### src/rtl/keccak_seq_ctrl.sv
// Job sequencer between a streaming host and keccak_top: init, absorb, squeeze, stream out.
// Optional cycle counter enabled by defining KECCAK_SEQ_CTRL_CYCCNT_EN.
module keccak_seq_ctrl #(
  parameter int WORDS_PER_BLK = 68,
  parameter int DIGEST_WORDS  = 16,
  parameter int TIMEOUT       = 255
) (
  input  logic        clk,
  input  logic        rst_n,
  input  logic        start,
  input  logic [7:0]  nblk,
  input  logic        s_valid,
  input  logic [15:0] s_data,
  output logic        s_ready,
  output logic        m_valid,
  output logic [15:0] m_data,
  input  logic        m_ready,
  output logic        busy,
  output logic        done,
  output logic        err,
  output logic [31:0] cyc_count,
  output logic        core_init,
  output logic        core_load,
  output logic        core_fetch,
  output logic [15:0] core_idata,
  input  logic        core_ack,
  input  logic [15:0] core_odata
);

  // state    | meaning
  // ---------+-----------------------------------------------
  // ST_IDLE  | waiting for start
  // ST_INIT  | core_init strobe, one cycle
  // ST_LWAIT | s_ready high, waiting for an input word
  // ST_LOAD  | core_load high until core_ack
  // ST_FETCH | core_fetch high until core_ack
  // ST_OUT   | m_valid high until m_ready
  // ST_DONE  | done pulse, one cycle
  // ST_ERR   | core handshake timed out, waits for start
  typedef enum logic [2:0] {
    ST_IDLE, ST_INIT, ST_LWAIT, ST_LOAD, ST_FETCH, ST_OUT, ST_DONE, ST_ERR
  } state_t;

  localparam int WD_W = (TIMEOUT > 1) ? $clog2(TIMEOUT) : 1;
  localparam int DC_W = $clog2(DIGEST_WORDS + 1);
  localparam logic [15:0]     WPB     = 16'(WORDS_PER_BLK);
  localparam logic [WD_W-1:0] WD_LOAD = WD_W'(TIMEOUT - 1);
  localparam logic [DC_W-1:0] DC_LAST = DC_W'(DIGEST_WORDS - 1);

  state_t          state_q, state_d;
  logic [15:0]     words_left_q;
  logic [DC_W-1:0] dig_cnt_q;
  logic [WD_W-1:0] wd_q;
  logic            job_go, job_zero;
  logic            wd_expired;

  // Watchdog is a down-counter; terminal count with no ack means the core hung.
  assign wd_expired = (wd_q == '0) && !core_ack;

  always_comb begin
    state_d  = state_q;
    job_go   = 1'b0;
    job_zero = 1'b0;
    case (state_q)
      ST_IDLE, ST_ERR: begin
        if (start) begin
          if (nblk != 8'd0) begin
            state_d = ST_INIT;
            job_go  = 1'b1;
          end else begin
            state_d  = ST_IDLE;
            job_zero = 1'b1;
          end
        end
      end
      ST_INIT:  state_d = ST_LWAIT;
      ST_LWAIT: if (s_valid) state_d = ST_LOAD;
      ST_LOAD: begin
        if (core_ack) state_d = (words_left_q == 16'd1) ? ST_FETCH : ST_LWAIT;
        else if (wd_expired) state_d = ST_ERR;
      end
      ST_FETCH: begin
        if (core_ack) state_d = ST_OUT;
        else if (wd_expired) state_d = ST_ERR;
      end
      ST_OUT:   if (m_ready) state_d = (dig_cnt_q == DC_LAST) ? ST_DONE : ST_FETCH;
      ST_DONE:  state_d = ST_IDLE;
      default:  state_d = ST_IDLE;
    endcase
  end

  always_ff @(posedge clk or negedge rst_n) begin
    if (!rst_n) state_q <= ST_IDLE;
    else        state_q <= state_d;
  end

  always_ff @(posedge clk or negedge rst_n) begin
    if (!rst_n) begin
      words_left_q <= '0;
      dig_cnt_q    <= '0;
      wd_q         <= '0;
    end else begin
      if (job_go)
        words_left_q <= {8'd0, nblk} * WPB;
      else if (state_q == ST_LOAD && core_ack)
        words_left_q <= words_left_q - 16'd1;

      if (job_go)
        dig_cnt_q <= '0;
      else if (state_q == ST_OUT && m_ready)
        dig_cnt_q <= dig_cnt_q + DC_W'(1);

      if ((state_d == ST_LOAD || state_d == ST_FETCH) && state_d != state_q)
        wd_q <= WD_LOAD;
      else if ((state_q == ST_LOAD || state_q == ST_FETCH) && !core_ack && wd_q != '0)
        wd_q <= wd_q - WD_W'(1);
    end
  end

  // Every output is a flop decoded from the next state, so reset clears them all at once.
  always_ff @(posedge clk or negedge rst_n) begin
    if (!rst_n) begin
      s_ready    <= 1'b0;
      m_valid    <= 1'b0;
      m_data     <= '0;
      busy       <= 1'b0;
      done       <= 1'b0;
      err        <= 1'b0;
      core_init  <= 1'b0;
      core_load  <= 1'b0;
      core_fetch <= 1'b0;
      core_idata <= '0;
    end else begin
      s_ready    <= (state_d == ST_LWAIT);
      m_valid    <= (state_d == ST_OUT);
      busy       <= !(state_d == ST_IDLE || state_d == ST_ERR);
      done       <= (state_d == ST_DONE) || job_zero;
      err        <= (state_d == ST_ERR);
      core_init  <= (state_d == ST_INIT);
      core_load  <= (state_d == ST_LOAD);
      core_fetch <= (state_d == ST_FETCH);
      if (state_q == ST_LWAIT && s_valid)
        core_idata <= s_data;
      if (state_q == ST_FETCH && core_ack)
        m_data <= core_odata;
    end
  end

`ifdef KECCAK_SEQ_CTRL_CYCCNT_EN
  logic [31:0] cyc_q;

  always_ff @(posedge clk or negedge rst_n) begin
    if (!rst_n)
      cyc_q <= '0;
    else if ((state_q == ST_IDLE || state_q == ST_ERR) && start)
      cyc_q <= '0;
    else if (busy && cyc_q != 32'hFFFF_FFFF)
      cyc_q <= cyc_q + 32'd1;
  end

  assign cyc_count = cyc_q;
`else
  assign cyc_count = 32'd0;
`endif

endmodule

### config.mk
export PLATFORM = sky130hd
export DESIGN_NAME = keccak_seq_ctrl
export DESIGN_NICKNAME = d
export VERILOG_FILES = /design/src/rtl/keccak_seq_ctrl.sv
export SDC_FILE = /design/constraint.sdc
export NUM_CORES = 1
export LEC_CHECK = 0
export BUFFER_PORTS_ARGS = -buffer_cell sky130_fd_sc_hd__buf_4
export CAP_MARGIN = 5
export CELL_PAD_IN_SITES_DETAIL_PLACEMENT = 1
export CELL_PAD_IN_SITES_GLOBAL_PLACEMENT = 2
export CORE_MARGIN = 2
export CORE_UTILIZATION = 35
export DETAILED_ROUTE_END_ITERATION = 6
export PLACE_DENSITY_LB_ADDON = 0.2
export SYNTH_ARGS = -nofsm -noshare
export SYNTH_HDL_FRONTEND = slang
export SYNTH_SLANG_ARGS = --single-unit
export TNS_END_PERCENT = 30
### constraint.sdc
create_clock -name clk -period 4.6 [get_ports clk]
set_input_delay 0.92 -clock clk [delete_from_list [all_inputs] [get_ports clk]]
set_output_delay 0.92 -clock clk [all_outputs]
set_load 0.01 [all_outputs]
==> metrics.csv, run 1 <==
stage,metric,value,unit
die,starting_density_of_the_core,36.12,%
sta,max_slew_margin,37.52,%
place,place_area,0.004547,mm2
sta,min_period_over_period,58.28,%
sta,clock_skew,0.006068,ns
clocking,tritoncts_clock_tree,built,
die,chipWidth,110,um
synth,synth_cells,357,
place,dp.final_hpwl,6.560,mm
sta,worst-slew-pin-transition,0.9373,ns
power_and_ir_drop,internal_power,1.501,mW
synth,synth_enable_flop_cells,0,
sta,maxClockFrequency,373.0,MHz
place,cells_after_dpl,570,
die,design.die.area,0.01210,mm2
synth,synth.area.top_cells,"sky130_fd_sc_hd__dfrtp_1 46%, sky130_fd_sc_hd__mux2_2 6.3%, sky130_fd_sc_hd__buf_4 6.1%",
routing,routed-via-count,2813,
synth,muxShareOfSynthArea,11.90,%
synth,ys_ff_latch,72,
min_path,min-delay-path-class,reg -> reg,
layout,area_growth,20.74,%
clocking,cts.root.buffer_cell,sky130_fd_sc_hd__clkbuf_8,
die,placementRows,38,
synth,synth_cell_types,58,
power_and_ir_drop,pwr-share-seq,44.3,%
power_and_ir_drop,logic_pwr_share,32.7,%
worst_setup_path,endpoint_kind,flop,
synth,post_synth.cell_area_avg,11.02,um2
clocking,cts.path.max_buffers,2,
global_routing,globalRouteTotalUtil,15.28,%
worst_setup_path,timing.setup.critical_path_class,reg -> reg,
synth,synthesis.yosys.warnings,0,
routing,wl_per_cell,15.16,um
layout,layout.cells.non_filler,586,
global_routing,wire_length_of_the_first_global_routing_pass,14.32,mm
clocking,cts.htree.levels,3,
layout,antennaDiodeCount,0,
synth,syn_area,0.003933,mm2
clocking,insertion_delay,0.35,ns
global_routing,grt_antenna_before_repair,0,
die,floorplan.core_area,0.01089,mm2
synth,synth.largest_area_cell,sky130_fd_sc_hd__dfrtp_1,
die,die_y,110,um
worst_setup_path,critical_path_required,4.84,ns
layout,proportion_of_layout_cells_with_a_drive_suffix_above_1,31.39,%
synth,synth_adder_area_share,4.963,%
worst_setup_path,crit_arrival,2.92,ns
synth,synth.yosys.seq_area_share,45.82,%
sta,setup-violations-final,0,
clocking,cts_hold_buf,0,
routing,drt_first_pass_iters,4,
layout,final_non_filler_cell_area,0.004748,mm2
clocking,cts_resized,0,
clocking,clk_transition_reported_paths,0.08,ns
place,post-place-ws,1.689,ns
synth,synth_xor_area_share,5.791,%
routing,drcViolationCount,0,
global_routing,global_route.overflow_total,0,
clocking,post_cts_buffers,0,
global_routing,pin_count_of_the_biggest_net_entering_global_routing,73,
sta,final.setup.tns,0,ns
routing,drt-vias-per-instance,4.800,
power_and_ir_drop,vdd_drop_max,203.8,uV
synth,dominantRegCellSynth,sky130_fd_sc_hd__dfrtp_1,
synth,synth_compound_area_share,6.236,%
die,num_io_pins,118,
clocking,numCtsBuffers,9,
power_and_ir_drop,switching_share,33.06,%
worst_setup_path,path_max_fanout,22,
routing,antenna_violating_nets_remaining,0,
place,finalWeightedCongestion,0.7854,
sta,hold_viol,0,
sta,rsz0062_at_grt,false,
place,port-buffer-count,85,
synth,async_reset_ff_share,100.0,%
flow_run,drv_cap,0,
power_and_ir_drop,power.density_cell_area,472.2,mW/mm2
layout,fin_nets,502,
routing,drt_first_iter_violations,85,
sta,maxSlewViolCount,0,
power_and_ir_drop,clock_power_share,23.0,%
synth,synth_top_family_by_area,simple AND/OR/NAND/NOR gates,
synth,synth_top_area_share,45.82,%
layout,final_core_util,43.61,%
clocking,clock-sinks,72,
sta,min_period,2.681,ns
power_and_ir_drop,power.net_switching,0.7411,mW
run_status,outcome,finished clean,
synth,synthSimpleGateAreaFrac,15.65,%
worst_setup_path,start_kind,flop,
routing,postRouteWirelength,8.881,mm
power_and_ir_drop,power.static_leakage,2.167,nW
global_routing,via_count_of_the_first_global_routing_pass,2831,
sta,final_critical_path_setup_slack,1.919,ns
-- routing by layer --
layer,routed length [um],part of all wire (%),up-vias,GRT usage (%)
met1,4043,46,1382,19.90
li1,-,-,1342,-
met3,446,5.0,10,3.116
met2,4265,48,79,25.20
met5,0,0,-,0
met4,125,1.4,0,5.425
-- metrics by stage --
| step | hold slack (ns) | total power, mW |
|---|---|---|
| final | 0.4918 | 2.242 |
| after global routing | 0.5126 | 2.411 |
| after CTS | 0.4962 | 2.287 |
| after detailed placement | 0.4759 | 1.751 |
| after global placement | 0.4681 | 1.718 |
| after floorplan | 0.4807 | 1.432 |
-- sequential cells by signal (all words and copies together) (netlist names), 3 cells and up --
signal / cells
m_data: 16
wd_q: 8
core_idata: 16
words_left_q: 16
state_q: 3
dig_cnt_q: 5
-- Yosys cell counts, types with 4 or more instances --
master / n
sky130_fd_sc_hd__xnor2_1: 16
sky130_fd_sc_hd__o21ai_1: 6
sky130_fd_sc_hd__inv_1: 10
sky130_fd_sc_hd__mux2_1: 12
sky130_fd_sc_hd__nand2_1: 27
sky130_fd_sc_hd__nand2b_1: 5
sky130_fd_sc_hd__a21oi_1: 7
sky130_fd_sc_hd__buf_4: 32
sky130_fd_sc_hd__buf_6: 5
sky130_fd_sc_hd__ha_1: 14
sky130_fd_sc_hd__mux2_2: 22
sky130_fd_sc_hd__dfrtp_1: 72
sky130_fd_sc_hd__or3_1: 4
sky130_fd_sc_hd__nand4_1: 4
sky130_fd_sc_hd__clkbuf_1: 4
sky130_fd_sc_hd__nor3_1: 4
sky130_fd_sc_hd__nand3_1: 8
sky130_fd_sc_hd__mux2i_1: 4
sky130_fd_sc_hd__xor2_1: 10
sky130_fd_sc_hd__nor2_1: 27
-- cells by family after synthesis --
family          Yosys count
buf+inv                  57
compound gates           35
simple gates            110
flops                    72
mux                      41
fa+ha+maj                15
xor+xnor                 26
other cells               1
-- cell type report --
type	instances	area, um2
clock buffers	9	123.9
clock inverters	7	77.57
fillers	1224	6140
inverters	12	45.04
multi-input cells	259	1872
flip-flops and latches	72	1802
well taps	140	175.2
repair buffers	87	653.1
-- power by group through the flow --
stage	clock (mW)	combinational, mW	sequential [mW]
after floorplan	0	0.399	1.03
after global placement	0	0.725	0.992
after detailed placement	0	0.743	1.01
after CTS	0.544	0.747	0.996
after global routing	0.564	0.819	1.03
final	0.515	0.733	0.994
-- critical path, stage by stage (launching register included) --
cell	delay, ns
sky130_fd_sc_hd__dfrtp_1	0.41
sky130_fd_sc_hd__ha_1	0.22
sky130_fd_sc_hd__and3_1	0.20
sky130_fd_sc_hd__ha_1	0.21
sky130_fd_sc_hd__nand3_1	0.12
sky130_fd_sc_hd__nand4_1	0.13
sky130_fd_sc_hd__o221ai_2	0.20
sky130_fd_sc_hd__and3_1	0.32
sky130_fd_sc_hd__and2_4	0.39
sky130_fd_sc_hd__mux2_1	0.35
-- cell usage in the layout (no fill, tap or decap), types with 5 or more instances in the layout --
cell type / netlist / final
sky130_fd_sc_hd__buf_4: 32 / 87
sky130_fd_sc_hd__dfrtp_1: 72 / 72
sky130_fd_sc_hd__conb_1: 1 / 32
sky130_fd_sc_hd__nand2_1: 27 / 27
sky130_fd_sc_hd__nor2_1: 27 / 27
sky130_fd_sc_hd__mux2_2: 22 / 22
sky130_fd_sc_hd__xnor2_1: 16 / 16
sky130_fd_sc_hd__ha_1: 14 / 14
sky130_fd_sc_hd__mux2_1: 12 / 12
sky130_fd_sc_hd__inv_1: 10 / 10
sky130_fd_sc_hd__xor2_1: 10 / 10
sky130_fd_sc_hd__clkbuf_8: 0 / 9
sky130_fd_sc_hd__nand3_1: 8 / 8
sky130_fd_sc_hd__a21oi_1: 7 / 7
sky130_fd_sc_hd__o21ai_1: 6 / 6
sky130_fd_sc_hd__nand2b_1: 5 / 5
-- worst paths after layout --
kind,from,end,slack (ns),cells past startpoint
max,dig_cnt_q[0],words_left_q[4],1.92,9
min,m_data[0],m_data[0],0.49,1
max reg2reg,dig_cnt_q[0],words_left_q[4],1.92,9
min reg2reg,m_data[0],m_data[0],0.49,1
max in group asynchronous,rst_n,core_idata[5],3.29,1
min in group asynchronous,rst_n,wd_q[0],0.71,1
Note: power is estimated with default switching activity, not from simulation.
==> run 2: changes to the inputs <==
--- a/config.mk
+++ b/config.mk
@@ -10,7 +10,7 @@
 export CELL_PAD_IN_SITES_DETAIL_PLACEMENT = 1
 export CELL_PAD_IN_SITES_GLOBAL_PLACEMENT = 2
 export CORE_MARGIN = 2
-export CORE_UTILIZATION = 35
+export CORE_UTILIZATION = 32
 export DETAILED_ROUTE_END_ITERATION = 6
 export PLACE_DENSITY_LB_ADDON = 0.2
 export SYNTH_ARGS = -nofsm -noshare
==> constraint.sdc (replaced) <==
create_clock -name clk -period 2.8 [get_ports clk]
set_input_delay 0.56 -clock clk [delete_from_list [all_inputs] [get_ports clk]]
set_output_delay 0.56 -clock clk [all_outputs]
set_load 0.01 [all_outputs]
==> metrics.csv, run 2 (same netlist as run 1, synthesis figures left out) <==
stage,metric,value,unit,change
worst_setup_path,max_stage_delay,0.41,ns,about the same
routing,drt_first_pass_iters,4,,unchanged
power_and_ir_drop,logic_pwr_share,30.2,%,-2.5 points
power_and_ir_drop,pwr-share-seq,39.9,%,-4.4 points
die,chipWidth,114.9,um,+4.4%
die,die_y,114.9,um,+4.4%
power_and_ir_drop,clock_power_share,29.9,%,+6.9 points
layout,area_of_combinational_cells_with_multiple_inputs,0.001872,mm2,unchanged
routing,wl_per_cell,15.44,um,+1.9%
place,port-buffer-count,85,,unchanged
flow_run,drv_cap,0,,unchanged
worst_setup_path,reg2reg_from,dig_cnt_q[0],,
sta,min_period_over_period,92.50,%,+34 points
layout,layout.cells.most_common_list,"95 x sky130_fd_sc_hd__buf_4, 72 x sky130_fd_sc_hd__dfrtp_1, 32 x sky130_fd_sc_hd__conb_1",,
routing,routed-via-count,2824,,+0.39%
layout,area_growth,25.36,%,
place,finalWeightedCongestion,0.7855,,about the same
clocking,cts.root.buffer_cell,sky130_fd_sc_hd__clkbuf_16,,
sta,final.setup.tns,0,ns,unchanged
power_and_ir_drop,power.density_cell_area,833.0,mW/mm2,+76%
clocking,clock-sinks,72,,unchanged
clocking,insertion_delay,0.34,ns,about the same
routing,drt-vias-per-instance,4.699,,-2.1%
worst_setup_path,setup.worst_path.end,words_left_q[8],,
layout,final_non_filler_cell_area,0.004930,mm2,+3.8%
power_and_ir_drop,power.static_leakage,2.255,nW,+4.1%
die,starting_density_of_the_core,32.74,%,-3.4 points
sta,setup-violations-final,0,,unchanged
run_status,outcome,finished clean,,
clocking,cts.path.max_buffers,2,,unchanged
global_routing,pin_count_of_the_biggest_net_entering_global_routing,73,,unchanged
power_and_ir_drop,power.net_switching,1.254,mW,+69%
worst_setup_path,crit_slowest_cell,sky130_fd_sc_hd__dfrtp_1,,
place,dp.final_hpwl,6.829,mm,+4.1%
worst_setup_path,worst-r2r-cell-count,10,,+1
worst_setup_path,endpoint_kind,flop,,
sta,rsz0062_at_grt,false,,
layout,reg_top3,"core_idata (16), m_data (16), words_left_q (16)",,
routing,drcViolationCount,0,,unchanged
die,placementRows,40,,+5.3%
worst_setup_path,worst-path-stages,10,,+1
worst_setup_path,path_buf_inv,1,,+1
layout,fillers,1342,,+9.6%
layout,mostFrequentLayoutCell,sky130_fd_sc_hd__buf_4,,
min_path,min-delay-path-class,in -> async,,
global_routing,global_route.overflow_total,0,,unchanged
global_routing,globalRouteTotalUtil,14.57,%,-0.72 points
layout,antennaDiodeCount,0,,unchanged
worst_setup_path,crit_arrival,2.84,ns,-0.08 ns
worst_setup_path,path_max_fanout,17,,-23%
sta,worst-slew-pin-transition,0.9407,ns,+0.003412 ns
clocking,post_cts_buffers,0,,unchanged
power_and_ir_drop,vdd_drop_max,252.8,uV,+24%
routing,antenna_violating_nets_remaining,0,,unchanged
clocking,cts_resized,0,,unchanged
power_and_ir_drop,switching_share,30.54,%,-2.5 points
die,num_io_pins,118,,unchanged
sta,min_period,2.590,ns,-0.09072 ns
global_routing,wire_length_of_the_first_global_routing_pass,14.86,mm,+3.7%
routing,drt_first_iter_violations,40,,-53%
place,place_area,0.004616,mm2,+1.5%
sta,maxSlewViolCount,0,,unchanged
sta,hold_viol,0,,unchanged
layout,proportion_of_layout_cells_with_a_drive_suffix_above_1,32.16,%,+0.77 points
worst_setup_path,critPathLaunch,dig_cnt_q[0],,
worst_setup_path,start_kind,flop,,
clocking,cts.htree.levels,3,,unchanged
layout,final-seq-area,0.001802,mm2,unchanged
sta,clock_skew,0.009163,ns,+0.003095 ns
sta,maxClockFrequency,386.1,MHz,+3.5%
sta,max_slew_margin,37.29,%,-0.23 points
clocking,numCtsBuffers,9,,unchanged
die,floorplan.core_area,0.01201,mm2,+10%
die,design.die.area,0.01319,mm2,+9.0%
layout,fin_nets,510,,+1.6%
worst_setup_path,timing.setup.critical_path_class,reg -> reg,,
worst_setup_path,cp_cell_sequence,ha_1 > and3_1 > ha_1 > nand3_1 > nand4_1 > o221ai_2 > and3_1 > and2_4 > buf_4 > mux2i_1,,
clocking,clk_transition_reported_paths,0.06,ns,-0.02 ns
worst_setup_path,rr_endpoint,words_left_q[8],,
global_routing,via_count_of_the_first_global_routing_pass,2929,,+3.5%
power_and_ir_drop,internal_power,2.852,mW,+90%
worst_setup_path,setup.reg_to_reg.worst_slack,0.21,ns,-1.71 ns
clocking,cts_hold_buf,0,,unchanged
worst_setup_path,cp_top_family,simple AND/OR/NAND/NOR gates,,
routing,postRouteWirelength,9.282,mm,+4.5%
clocking,tritoncts_clock_tree,built,,
global_routing,grt_antenna_before_repair,0,,unchanged
worst_setup_path,critical_path_required,3.05,ns,-1.79 ns
run 2: layer usage:
metal,track usage (%),vias to the layer above,wire length [um]
met1,18.75,1391,4211
li1,-,1348,-
met4,6.024,0,167
met3,2.847,12,384
met2,24.04,73,4519
met5,0,-,0
run 2: how the worst min path moves through the flow:
stage            endpoint  slack [ns]  cells past startpoint
2_1_floorplan        busy        0.26                      0
3_3_place_gp    m_data[0]        0.47                      1
3_5_place_dp   m_data[15]        0.48                      1
5_1_grt        m_data[12]        0.43                      2
6_report          wd_q[1]        0.36                      1
4_1_cts           wd_q[1]        0.40                      1
run 2: through the flow:
stage | setup slack [ns] | hold slack (ns) | instances | util, % | total power, mW
finish | 0.2100 | 0.3572 | 601 | 41.04 | 4.107
global route | 0.02748 | 0.4308 | 601 | 41.04 | 4.383
CTS | 0.1789 | 0.4038 | 601 | 41.04 | 4.185
detailed placement | 0.2109 | 0.4774 | 585 | 38.43 | 2.914
global placement | 0.2952 | 0.4680 | 585 | 38.43 | 2.874
floorplan | 0.4160 | 0.2644 | 388 | - | 2.352
run 2: cell type report:
cell class,instances,area share (%)
Clock inverter,5,1.650
Timing Repair Buffer,95,14.47
Inverter,12,0.9137
Multi-Input combinational cell,259,37.97
Tap cell,147,3.731
Sequential cell,72,36.55
Clock buffer,11,4.721
run 2: worst reg2reg max path: stages (launching register included):
cell and delay (ns):
sky130_fd_sc_hd__dfrtp_1 0.41, sky130_fd_sc_hd__ha_1 0.22, sky130_fd_sc_hd__and3_1 0.18, sky130_fd_sc_hd__ha_1 0.22, sky130_fd_sc_hd__nand3_1 0.11, sky130_fd_sc_hd__nand4_1 0.13, sky130_fd_sc_hd__o221ai_2 0.21, sky130_fd_sc_hd__and3_1 0.31
sky130_fd_sc_hd__and2_4 0.34, sky130_fd_sc_hd__buf_4 0.20, sky130_fd_sc_hd__mux2i_1 0.19
run 2: power groups by stage:
stage	clock network [mW]	logic, mW	registers [mW]
4_1_cts	1.27	1.27	1.64
2_1_floorplan	0	0.655	1.70
6_report	1.23	1.24	1.64
3_3_place_gp	0	1.23	1.64
3_5_place_dp	0	1.26	1.66
5_1_grt	1.31	1.38	1.69
